$ cat src/rtl/alu_shift_sequencer.sv
// Splits a 0..31-bit SLL/SRL/SRA into greedy 8/2/1 ALU steps, one step per cycle.
// done follows the start-accept edge by N+1 cycles; a start seen while busy is dropped, not queued.
module alu_shift_sequencer #(
  parameter int DATA_W = 32,
  parameter int CTRL_W = 6
) (
  input  logic              clock,
  input  logic              resetn,
  input  logic              start,
  input  logic [1:0]        op,
  input  logic [4:0]        shamt,
  input  logic [DATA_W-1:0] operand,
  output logic [DATA_W-1:0] alu_operand,
  output logic [CTRL_W-1:0] alu_ctrl,
  input  logic [DATA_W-1:0] alu_result,
  output logic              busy,
  output logic              done,
  output logic [DATA_W-1:0] result
);

  typedef enum logic [1:0] {
    IDLE  = 2'd0,
    SHIFT = 2'd1,
    DONE  = 2'd2
  } state_t;

  state_t            state;
  state_t            state_n;
  logic [DATA_W-1:0] acc;
  logic [4:0]        rem;
  logic [1:0]        op_q;
  logic [4:0]        step;
  logic [5:0]        step_idx;
  logic [5:0]        base_code;
  logic [5:0]        code;
  logic              bypass;

  // Zero-length or illegal-type requests complete without touching the ALU.
  assign bypass = (shamt == 5'd0) || (op == 2'b01);

  always_comb begin
    state_n   = state;
    step      = 5'd1;
    step_idx  = 6'd0;
    base_code = 6'h00;
    code      = 6'h00;

    if (rem >= 5'd8) begin
      step     = 5'd8;
      step_idx = 6'd2;
    end else if (rem >= 5'd2) begin
      step     = 5'd2;
      step_idx = 6'd1;
    end

    case (op_q)
      2'b00:   base_code = 6'h0A;
      2'b10:   base_code = 6'h0D;
      2'b11:   base_code = 6'h10;
      default: base_code = 6'h00;
    endcase

    case (state)
      IDLE: begin
        if (start) begin
          state_n = bypass ? DONE : SHIFT;
        end
      end
      SHIFT: begin
        if (op_q != 2'b01) begin
          code = base_code + step_idx;
        end
        if (rem == step) begin
          state_n = DONE;
        end
      end
      DONE: begin
        state_n = IDLE;
      end
      default: begin
        state_n = IDLE;
      end
    endcase
  end

  assign alu_operand = acc;
  assign alu_ctrl    = CTRL_W'(code);
  assign busy        = (state != IDLE);
  assign done        = (state == DONE);

  always_ff @(posedge clock) begin
    if (!resetn) begin
      state  <= IDLE;
      acc    <= '0;
      rem    <= '0;
      op_q   <= '0;
      result <= '0;
    end else begin
      state <= state_n;
      case (state)
        IDLE: begin
          if (start) begin
            acc  <= operand;
            rem  <= shamt;
            op_q <= op;
            if (bypass) begin
              result <= operand;
            end
          end
        end
        SHIFT: begin
          acc <= alu_result;
          rem <= rem - step;
          if (rem == step) begin
            result <= alu_result;
          end
        end
        default: begin
        end
      endcase
    end
  end

endmodule

$ cat config.mk
export PLATFORM = sky130hd
export DESIGN_NAME = alu_shift_sequencer
export DESIGN_NICKNAME = d
export VERILOG_FILES = /design/src/rtl/alu_shift_sequencer.sv
export SDC_FILE = /design/constraint.sdc
export NUM_CORES = 1
export LEC_CHECK = 0
export CORE_MARGIN = 2
export CORE_UTILIZATION = 38
export CTS_BUF_LIST = sky130_fd_sc_hd__clkbuf_2
export DETAILED_ROUTE_END_ITERATION = 16
export PLACE_DENSITY = 0.78
export RECOVER_POWER = 100
export SYNTH_ARGS = -nofsm -noshare
export SYNTH_HDL_FRONTEND = slang
export SYNTH_SLANG_ARGS = --single-unit
$ cat constraint.sdc
create_clock -name clock -period 2.2 [get_ports clock]
set_clock_uncertainty 0.2 [all_clocks]
set_input_delay 0.55 -clock clock [delete_from_list [all_inputs] [get_ports clock]]
set_output_delay 0.55 -clock clock [all_outputs]
set_load 0.02 [all_outputs]
==> run metrics <==
TritonCTS clock tree=built; First DRT Iteration DRCs=78; r2r setup slk=-0.18 ns; Cell Pwr Density=780 nW/um^2; reg-to-reg startpoint=rem[3]$_SDFFE_PN0P_; routed vias=2,958; # setup viols final=39; DR DRC count=0; R2R depth=10; Die Area=9030 um^2; PortBufs=144; peak supply drop=0.371 mV; largest net degree at the start of global routing=46; Placed Cells incl. Taps=571; clock root cell=clkbuf_2; Slew Limit Fails=0; Routed Antenna Nets=0; core box area=8130 um^2; Tcrit/Tclk final=116%; fmax=391 MHz; final setup margin=-0.360 ns; Net Count, Synth=391; Synth Register Bits=73; Clock transition at path regs=0.22 ns; crit path max fanout=3; max-cap viol count=0; vias in the first global route=2,988; Post-CTS Hold Fix Bufs=0; Hold Path Depth=1; Core Rows=33; DP HPWL=6600 um; Final Total Pwr=4.03 mW; ratio of cells with drive above 1 in the final layout=19.6%; clk_lat worst skew=0.50 ns; grt ovf=0; async set-reset flop share out of synthesis=0%; Finished Cell Area=5160 um^2; chip width=95.0 um; CTS Buf Count=9; CP arrival=1.81 ns; H-tree depth=3; Max clock buf depth=2; clock sinks=73; n_diodes=0; HP Class=reg2reg; Seq/Total Area, Yosys=46.4%; nets@finish=564; initial antenna violation count=0; fillers=694; reg-to-reg endpoint=result[6]$_SDFFE_PN0P_; Post-synth top flop=dfxtp_1; Die Height=95.0 um; DRT Pass-1 Iters=4; EDFF count, synth=0; leakage power=2.27 nW; routability cong.=0.818; RSZ-0062 raised after global routing=yes; worst hold endpoint=result[24]$_SDFFE_PN0P_; Cells after Synth=311; status=finished with violations; CP startpoint kind=flop; Final min period=2.56 ns; Hold Vio Cnt, Final=0; Post-Layout Cell Count=594; first-pass GRT wire length=14,600 um; failing checks=negative setup slack; Syn Area/Cell=10.1 um^2; Total Wirelength=9360 um; distinct cell type count after synthesis=41; GRT Resource Usage Total=20.9%; Layout area overhead=63.9%; WL per Instance=15.8 um; I/O pin cnt=146; Initial Util=38.7%; Worst EP required=1.45 ns; Post-Synthesis Cell Area=3150 um^2; Placed Area=4900 um^2; critical path class=reg2out; Synth warnings=0; vias per cell=4.98; CP Capture Type=output port; hold wc startpoint=result[24]$_SDFFE_PN0P_
-- what timing repair did --
action,4_1_cts,5_1_grt
cloned,3,0
pin swaps,12,7
buffers inserted,5,0
resized for setup,126,5
setup endpoints to repair,106,43
-- Yosys cell counts, types with 2 or more instances --
cell	n	area, um^2
a211oi_1	36	270
a21oi_1	6	30.0
a41oi_1	2	17.5
and2_1	2	12.5
buf_2	11	55.1
buf_4	5	37.5
buf_6	4	45.0
clkbuf_1	6	22.5
dfxtp_1	73	1460
ha_1	5	62.6
inv_1	9	33.8
mux2i_1	34	340
nand2_1	2	7.51
nor2_1	47	176
nor2b_1	6	37.5
nor3_1	3	15.0
o21a_1	2	15.0
o21ai_0	3	15.0
o2bb2ai_1	32	280
xnor2_1	2	17.5
-- critical path: stages, from the launching register on --
cell and delay, ns:
dfxtp_2 0.38, nor2_4 0.14, inv_2 0.07, ha_4 0.22
a21o_1 0.17, a211oi_2 0.17, buf_4 0.16
-- sequential cells by signal, indices dropped and copies added (netlist names) --
register     cells
state            2
op_q             2
result          32
alu_operand     32
rem              5
-- stage by stage --
stage | hold slack (ns) | setup slack, ns | setup TNS [ns] | utilization [%]
floorplan | 0.278 | -0.0841 | -0.0841 | -
finish | 0.284 | -0.360 | -4.90 | 63.4
global placement | 0.245 | -0.387 | -7.02 | 60.2
detailed placement | 0.247 | -0.441 | -7.11 | 60.2
global route | 0.298 | -0.499 | -9.96 | 63.4
CTS | 0.285 | -0.419 | -4.55 | 63.9
-- how the worst max path moves through the flow --
stage / end / cells past startpoint / startpoint / slack (ns)
5_1_grt: alu_ctrl[3] / 6 / rem[3]$_SDFFE_PN0P_ / -0.50
3_3_place_gp: alu_ctrl[3] / 6 / rem[3]$_SDFFE_PN0P_ / -0.39
2_1_floorplan: alu_ctrl[3] / 5 / rem[1]$_SDFFE_PN0P_ / -0.08
4_1_cts: alu_ctrl[3] / 6 / rem[4]$_SDFFE_PN0P_ / -0.42
3_5_place_dp: alu_ctrl[3] / 6 / rem[3]$_SDFFE_PN0P_ / -0.44
6_report: alu_ctrl[3] / 6 / rem[3]$_SDFFE_PN0P_ / -0.36
-- layout make-up --
class / instances / area, um^2 / area share (%)
Inverter: 9 / 33.8 / 0.655
Sequential cell: 73 / 1470 / 28.4
Clock buffer: 9 / 45.0 / 0.873
Tap cell: 105 / 131 / 2.55
Clock inverter: 7 / 103 / 1.99
Timing Repair Buffer: 188 / 1770 / 34.4
Multi-Input combinational cell: 203 / 1610 / 31.1
-- cell usage in the layout, fill, tap and decap left out, types with 2 or more instances in the layout --
master           netlist  layout
a211oi_1              36      35
a21oi_1                6       6
a41oi_1                2       2
buf_12                 0       2
buf_4                  5      33
buf_6                  4       5
bufbuf_16              0       3
bufinv_16              0       2
clkbuf_1               6       3
clkbuf_2               0      12
clkbuf_4               0       2
clkdlybuf4s50_1        0      73
clkinv_4               0       2
dfxtp_1               73      68
dfxtp_2                0       5
dlygate4sd2_1          0      64
ha_1                   5       2
ha_4                   0       3
inv_1                  9       7
inv_2                  0       2
mux2i_1               34      34
nand2_1                2       2
nor2_1                47      44
nor2_2                 0       2
nor2b_1                6       4
nor3_1                 3       2
nor4b_2                1       2
o21a_1                 2       2
o21ai_0                3       2
o2bb2ai_1             32      31
-- layer usage --
layer	share of wire [%]	global-route usage (%)	routed length, um	up-vias
li1	-	-	-	1492
met1	42	24.4	3920	1389
met2	53	37.8	4960	73
met3	4.5	5.45	417	4
met4	0.69	5.68	65	0
met5	0	0	0	-
-- power breakdown --
| part | total, mW | switching (mW) | internal, mW |
|---|---|---|---|
| logic | 1.55 | 0.788 | 0.763 |
| clock network | 0.902 | 0.511 | 0.391 |
| registers | 1.57 | 0.0852 | 1.49 |
-- cells by family after synthesis --
logic type,Yosys count,synth area share [%]
buffers and inverters,35,6.16
multiplexers,35,11.2
AND/OR/NAND/NOR,70,10.5
flip-flops,73,46.4
XOR/XNOR,2,0.557
adder cells (fa/ha/maj),6,2.62
AO/OA/AOI/OAI,89,22.5
other,1,0.119
No activity file was read; power rests on OpenSTA's default activity.
